--- src/rtl/uart_pkg.sv ---
// Shared types and constants for the buffered 8N1 UART transmitter.
// Combinational only; no latency or backpressure.
package uart_pkg;

    localparam int DATA_W     = 8;
    localparam int FRAME_BITS = 10;

    typedef enum logic [2:0] {
        IDLE,
        FETCH,
        WAIT,
        START,
        DATA,
        STOP
    } state_t;

endpackage

--- src/rtl/fifo_uart_tx_if.sv ---
// Upstream-buffer read port plus serial/status outputs of the transmitter.
// Wiring only; the read strobe has one-cycle data latency, and tx_en/empty_flag gate fetching.
interface fifo_uart_tx_if;
    import uart_pkg::*;

    logic              tx_en;
    logic              empty_flag;
    logic [DATA_W-1:0] data_in;
    logic              en_r;
    logic              tx;
    logic              busy;
    logic              frame_done;

    modport master (
        output tx_en, empty_flag, data_in,
        input  en_r, tx, busy, frame_done
    );

    modport slave (
        input  tx_en, empty_flag, data_in,
        output en_r, tx, busy, frame_done
    );

endinterface

--- src/rtl/baud_counter.sv ---
// Free-running bit-period counter; tick is high on the last cycle of each period.
// A clear restarts the period from zero on the next cycle; no backpressure.
module baud_counter #(
    parameter int CLKS_PER_BIT = 16
) (
    input  logic clk,
    input  logic rst,
    input  logic clear,
    output logic tick
);

    localparam int            CW   = $clog2(CLKS_PER_BIT);
    localparam logic [CW-1:0] LAST = CW'(CLKS_PER_BIT - 1);

    logic [CW-1:0] cnt;

    always_ff @(posedge clk or posedge rst) begin
        if (rst) begin
            cnt <= '0;
        end else if (clear || tick) begin
            cnt <= '0;
        end else begin
            cnt <= cnt + CW'(1);
        end
    end

    assign tick = (cnt == LAST);

endmodule

--- src/rtl/fifo_uart_tx.sv ---
// Pulls bytes from an upstream buffer and serialises them as 8N1, LSB first.
// 3 cycles from fetch decision to start bit; frames are 10 bit periods; tx_en/empty_flag hold off fetching.
module fifo_uart_tx
    import uart_pkg::*;
#(
    parameter int CLKS_PER_BIT = 16,
    parameter int DATA_W       = uart_pkg::DATA_W
) (
    input  logic           clk,
    input  logic           rst,
    fifo_uart_tx_if.slave  bus
);

    // Index of the last data bit: frame minus start and stop, zero-based.
    localparam logic [2:0] LAST_BIT = 3'(FRAME_BITS - 3);

    state_t            state, nxt;
    logic [DATA_W-1:0] sh, sh_n;
    logic [2:0]        bit_cnt, bit_n;
    logic              armed;
    logic              tick;
    logic              clear;
    logic              tx_d;

    baud_counter #(
        .CLKS_PER_BIT (CLKS_PER_BIT)
    ) u_baud (
        .clk   (clk),
        .rst   (rst),
        .clear (clear),
        .tick  (tick)
    );

    // armed holds off the first fetch until one full cycle after reset release.
    always_ff @(posedge clk or posedge rst) begin
        if (rst) begin
            state   <= IDLE;
            sh      <= '0;
            bit_cnt <= '0;
            armed   <= 1'b0;
            bus.tx  <= 1'b1;
        end else begin
            state   <= nxt;
            sh      <= sh_n;
            bit_cnt <= bit_n;
            armed   <= 1'b1;
            bus.tx  <= tx_d;
        end
    end

    always_comb begin
        nxt   = state;
        sh_n  = sh;
        bit_n = bit_cnt;
        unique case (state)
            IDLE: begin
                if (armed && bus.tx_en && !bus.empty_flag) begin
                    nxt = FETCH;
                end
            end
            FETCH: nxt = WAIT;
            WAIT: begin
                sh_n = bus.data_in;
                nxt  = START;
            end
            START: begin
                if (tick) begin
                    nxt   = DATA;
                    bit_n = '0;
                end
            end
            DATA: begin
                if (tick) begin
                    if (bit_cnt == LAST_BIT) begin
                        nxt = STOP;
                    end else begin
                        bit_n = bit_cnt + 3'd1;
                        sh_n  = sh >> 1;
                    end
                end
            end
            STOP: begin
                if (tick) begin
                    nxt = IDLE;
                end
            end
            default: nxt = IDLE;
        endcase
    end

    // tx is registered from the upcoming state so the line changes exactly on state entry.
    always_comb begin
        tx_d = 1'b1;
        if (nxt == START) begin
            tx_d = 1'b0;
        end else if (nxt == DATA) begin
            tx_d = sh_n[0];
        end
    end

    assign clear          = (nxt != state);
    assign bus.en_r       = (state == FETCH);
    assign bus.busy       = (state != IDLE);
    assign bus.frame_done = (state == STOP) && tick;

endmodule

--- src/flat_wrapper.sv ---
// flat-port wrapper written by rule: the top's interface ports become plain ports
module fifo_uart_tx_flat import uart_pkg::*;
#(
    parameter int CLKS_PER_BIT = 16,
    parameter int DATA_W       = uart_pkg::DATA_W
)
  (clk, rst, bus_tx_en, bus_empty_flag, bus_data_in, bus_en_r, bus_tx, bus_busy, bus_frame_done);
  fifo_uart_tx_if bus_i ();
  input  logic clk;
  input  logic rst;
  input wire logic [$bits(bus_i.tx_en)-1:0] bus_tx_en;
  input wire logic [$bits(bus_i.empty_flag)-1:0] bus_empty_flag;
  input wire logic [$bits(bus_i.data_in)-1:0] bus_data_in;
  output wire logic [$bits(bus_i.en_r)-1:0] bus_en_r;
  output wire logic [$bits(bus_i.tx)-1:0] bus_tx;
  output wire logic [$bits(bus_i.busy)-1:0] bus_busy;
  output wire logic [$bits(bus_i.frame_done)-1:0] bus_frame_done;
  assign bus_i.tx_en = bus_tx_en;
  assign bus_i.empty_flag = bus_empty_flag;
  assign bus_i.data_in = bus_data_in;
  assign bus_en_r = bus_i.en_r;
  assign bus_tx = bus_i.tx;
  assign bus_busy = bus_i.busy;
  assign bus_frame_done = bus_i.frame_done;
  fifo_uart_tx #(.CLKS_PER_BIT(CLKS_PER_BIT), .DATA_W(DATA_W)) u_core (.clk(clk), .rst(rst), .bus(bus_i));
endmodule
--- config.mk ---
export PLATFORM = sky130hd
export DESIGN_NAME = fifo_uart_tx_flat
export DESIGN_NICKNAME = d
export VERILOG_FILES = /design/src/rtl/uart_pkg.sv /design/src/rtl/fifo_uart_tx_if.sv /design/src/rtl/baud_counter.sv /design/src/rtl/fifo_uart_tx.sv /design/src/flat_wrapper.sv
export SDC_FILE = /design/constraint.sdc
export NUM_CORES = 1
export LEC_CHECK = 0
export ABC_CLOCK_PERIOD_IN_PS = 1800
export CORE_AREA = 2 2 54 56
export DETAILED_ROUTE_END_ITERATION = 10
export DIE_AREA = 0 0 56 58
export GPL_ROUTABILITY_DRIVEN = 1
export PLACE_DENSITY = 0.74
export SLEW_MARGIN = 10
export SYNTH_ARGS = -nofsm -noshare
export SYNTH_HDL_FRONTEND = slang
export SYNTH_SLANG_ARGS = --single-unit
--- constraint.sdc ---
create_clock -name clk -period 1.8 [get_ports clk]
set_clock_uncertainty 0.05 [all_clocks]
set_input_delay 0.54 -clock clk [delete_from_list [all_inputs] [get_ports clk]]
set_output_delay 0.54 -clock clk [all_outputs]
set_load 0.1 [all_outputs]
# Word-level counts from Yosys, hierarchy flattened
# Cells that the tools add are included.
# classes
n_addsub	2
multipliers	0
div_mod_pow	0
magnitude_cmp	0
eq_ne	13
n_shift	0
n_mux	16
bitwise	0
reduce_logical	11
# ops
cell	count
3-bit two-way mux	8
3-bit case mux with 6 select lines	1
8-bit two-way mux	2
8-bit case mux with 2 select lines	1
3-bit equality test (second input constant)	4
3-bit by 2-bit equality test with 1-bit output (second input constant)	3
3-bit case mux with 2 select lines	1
4-bit by 1-bit adder with 4-bit output (second input constant)	1
4-bit equality test (second input constant)	1
4-bit two-way mux	1
2-bit by 1-bit != test with 1-bit output (second input constant)	2
4-bit AND reduction	1
2-bit nonzero test	2
3-bit by 1-bit adder with 3-bit output (second input constant)	1
3-bit by 1-bit equality test with 1-bit output (second input constant)	1
1-bit logical AND	3
3-bit zero test	1
3-bit != test	1
3-bit AND reduction	1
3-bit nonzero test	1
1-bit two-way mux	2
2-bit != test (second input constant)	1
1-bit zero test	1
1-bit logical OR	1
# word_totals
reg_bits	20
latch_bits	0
ram_bits	0
mem_bits_ro	0
out_inout_bits	4
n_memories	0

# Logic depth before layout (Yosys ltp)
# logic_depth
ltp_word	7
depth_mapped	6
ltp_nobuf	5

# By module
# From an unflattened synthesis, not the netlist that was laid out.
# unflattened
hier_cells	115
hier_area_um2	1207.4
# modules_own_cells
mod	instances	cells_per_inst	area_per_inst_um2	seq_area_each_um2
fifo_uart_tx	1	101	1032.2	401.6
baud_counter	1	14	175.2	100.1

# Worst setup path before layout
# OpenSTA, ideal clock, no wires.
# synth_timing
path_kind	register -> output
startpoint	register u_core.state[0]
endpoint	output bus_en_r
t_arrival_ns	2.947
required_ns	1.210
path_slack_ns	-1.737
stages_incl_launch_ff	3
n_path_buf	1
cell_sequence	dfrtp_1 > clkbuf_1 > nor3b_1
# synth_between
elab_chain_len	1
# synth_rtl
element	line_no	text
start: declaration	fifo_uart_tx.sv:17	state_t state, nxt;
start signal: assignment	fifo_uart_tx.sv:43	state <= nxt;
3-bit by 1-bit equality test with 1-bit output	fifo_uart_tx.sv:102	assign bus.en_r = (state == FETCH);
end: declaration	flat_wrapper.sv:14	output wire logic [$bits(bus_i.en_r)-1:0] bus_en_r;
# Every way passes these cells.

# Final worst setup path
# layout_timing
startpoint	register u_core.u_baud.cnt[1]
endpoint	output bus_frame_done
# layout_between
elab_chain_len	2
# layout_rtl
element	line_no	text
start: declaration	baud_counter.sv:15	logic [CW-1:0] cnt;
start signal: assignment	baud_counter.sv:23	cnt <= cnt + CW'(1);
4-bit equality test	baud_counter.sv:27	assign tick = (cnt == LAST);
1-bit logical AND	fifo_uart_tx.sv:104	assign bus.frame_done = (state == STOP) && tick;
end: declaration	flat_wrapper.sv:17	output wire logic [$bits(bus_i.frame_done)-1:0] bus_frame_done;
# Every way passes these cells.

==> flow_metrics.py <==
metrics = {
    "drt": {
        "routed_via_density": 5.16,
        "wl_mm": 2.03,
        "dr.pass1.iters": 4,
        "wl_per_cell_um": 13.3,
        "drtIter0Drc": 6,
        "vias": 784,
        "ant_nets": 0,
        "detail_route.drc_violations": 0,
    },
    "critical_path": {
        "arrival_ns": 1.51,
        "cp_data_required_time_ns": 1.21,
        "crit_type": "flop to primary output",
        "cp_slowest_cell": "dfrtp_1",
        "path_max_fanout": 2,
        "cp-start-kind": "flop",
        "cp_top_family": "simple AND/OR/NAND/NOR gates",
        "cp-end-kind": "primary output",
        "slowest_delay_ns": 0.42,
        "crit_chain": "ha_4 > and3_4 > and2_4 > nor2b_4 > buf_12",
        "crit_buf_inv": 1,
    },
    "synth": {
        "synth_edf_count": 0,
        "synth_xor_xnor_area_share": 0.0172,
        "synth_area_sq_mm": 0.00102,
        "synth_compound_area_frac": 0.234,
        "synthAdderAreaFrac": 0.0369,
        "synthMuxAreaShare": 0.0148,
        "synthDistinctLibCells": 41,
        "synthArstFlopShare": 1.00,
        "ys_ff_latch": 20,
        "netlist.area_leader.share": 0.468,
        "synth_top_family_by_area": "compound AO/OA/AOI/OAI gates",
        "synth_area_leaders": "dfrtp_1, a22o_2, a21o_1",
        "ys.flop_type": "dfrtp_1",
        "yosys.area_share.simple": 0.170,
        "avgSynthCellArea_sq_um": 11.8,
        "syn_inst": 86,
        "syn-num-nets": 101,
        "yosysWarningCount": 0,
        "yosysSeqAreaShare": 0.494,
        "synth_top_cell_by_area": "dfrtp_1",
    },
    "global_route": {
        "grt_pass1_wl_mm": 3.40,
        "grt_pass1_vias": 776,
        "antenna_found_initial": 0,
        "grt_max_degree": 21,
        "globalRouteOverflowTotal": 0,
        "grtUsageTotal": 0.134,
    },
    "layout": {
        "fin_nets": 137,
        "areaGrowthSynthToFinish_pct": 46.2,
        "final_util": 0.558,
        "drive_gt1_frac": 0.438,
        "multi_input_area_sq_um": 551,
        "regArea_sq_um": 504,
        "diodes": 0,
        "fill_cells": 246,
    },
    "clock_network": {
        "clkTransAtPathRegs_ns": 0.11,
        "clk_latency_ns": 0.30,
        "cts_tree": "done",
        "htree_levels": 1,
        "cts-buffers-inserted": 3,
        "holdBufCountCts": 0,
        "clk_path_buf_depth": 2,
        "cts.sinks": 20,
        "root_buffer": "clkbuf_4",
    },
    "run_status": {
        "violations": "negative setup slack",
        "outcome": "finished, violations left",
    },
    "place": {
        "gp_congestion": 0.721,
        "portBuffers": 15,
        "dp_hpwl_mm": 1.52,
    },
    "power": {
        "ir_drop_v": 0.000532,
        "powerDensity_mw_per_mm2": 532,
        "p_leak_uw": 0.000683,
        "power_uw": 790,
    },
    "die": {
        "row_count": 19,
        "core-area_sq_mm": 0.00266,
        "start_util": 0.382,
        "ios": 16,
        "dieHeight_um": 58,
        "die_w_um": 56,
        "dieArea_sq_mm": 0.00325,
    },
    "worst_hold_path": {
        "hold_path.class": "flop to flop",
    },
    "sta": {
        "clock.fmax_mhz": 476,
        "setup_viol_count_final": 3,
        "finalCritPeriodShare": 1.17,
        "drv_slew": 0,
        "finalHoldViolCount": 0,
        "worst_slack_ns": -0.300,
        "finalCriticalPeriod_ns": 2.10,
        "rsz0062_at_grt": "true",
    },
    "job": {
        "maxCapViolations": 0,
    },
}
==> synth_stat cells, types with 2 or more instances <==
library cell	n
nor2_1	7
a22o_2	6
ha_1	3
a22o_1	3
buf_6	2
a21o_1	7
o22ai_1	2
nand2_1	2
dfrtp_1	19
nor3b_1	2
o21ai_0	3
==> cell type report <==
cell class | instances | share of cell area
Sequential cell | 20 | 0.340
Multi-Input combinational cell | 62 | 0.371
Clock buffer | 4 | 0.0244
Inverter | 1 | 0.00253
Timing Repair Buffer | 34 | 0.237
Tap cell | 31 | 0.0261
==> where the power goes <==
part / switching, uW / internal [uW] / leakage (uW)
sequential: 6.27 / 460 / 0.000226
clock: 135 / 123 / 0.0000210
combinational: 26.1 / 39.0 / 0.000436
==> worst paths after layout <==
check	cells after the start	to	slack, ns	startpoint
setup / recovery	5	bus_frame_done	-0.30	u_core.u_baud.cnt[1]
hold / removal	1	u_core.sh[2]	0.44	u_core.sh[2]
setup reg to reg	8	u_core.sh[6]	0.07	u_core.u_baud.cnt[1]
hold reg to reg	1	u_core.sh[2]	0.44	u_core.sh[2]
max in group asynchronous	3	u_core.bus.tx	0.93	rst
min in group asynchronous	3	u_core.armed	0.50	rst
==> stage by stage <==
step	setup slack (ns)	hold WS [ns]	cells	area (sq um)	setup TNS (ns)
after floorplan	-0.207	0.399	86	1060	-0.542
after global placement	-0.154	0.412	142	1350	-0.303
after detailed placement	-0.201	0.416	142	1350	-0.710
after CTS	-0.316	0.442	148	1420	-0.485
after global routing	-0.359	0.476	152	1490	-0.626
final	-0.300	0.443	152	1490	-0.464
==> timing repair <==
action | in CTS | in global routing
cloned | 0 | 0
resized for setup | 7 | 7
buffers inserted | 2 | 4
pin swaps | 2 | 3
endpoints found under the setup margin | 11 | 10
==> per-layer routing <==
metal	vias up	routed length, um	global-route usage
met3	4	64	0.0268
met1	373	911	0.171
met4	0	29	0.0612
met2	15	1020	0.220
met5	-	0	0
li1	392	-	-
==> kinds of logic (layout without fill, tap and decap cells) <==
logic type,count (synthesis),after routing
fa+ha+maj,3,3
buf+inv,4,39
xor+xnor,2,2
mux,1,1
other cells,1,1
flops,20,20
simple gates,25,25
compound gates,30,30
==> layout by cell type, fill, tap and decap left out, types with 2 or more instances in the layout <==
cell type and n:
a21o_1 7, a22o_1 3, a22o_2 5, buf_12 4, buf_4 15, buf_6 3, clkbuf_4 3, clkdlybuf4s50_1 11
dfrtp_1 17, dfrtp_2 2, ha_4 2, nand2_1 2, nor2_1 6, nor2_2 2, o21ai_0 3, o22ai_1 2
==> sequential cells by signal, summed over array words and instances (netlist names) <==
signal / flops
u_core.armed: 1
u_core.bus.tx: 1
u_core.state: 3
u_core.u_baud.cnt: 4
u_core.bit_cnt: 3
u_core.sh: 8
Note: power is estimated with default switching activity, not from simulation.
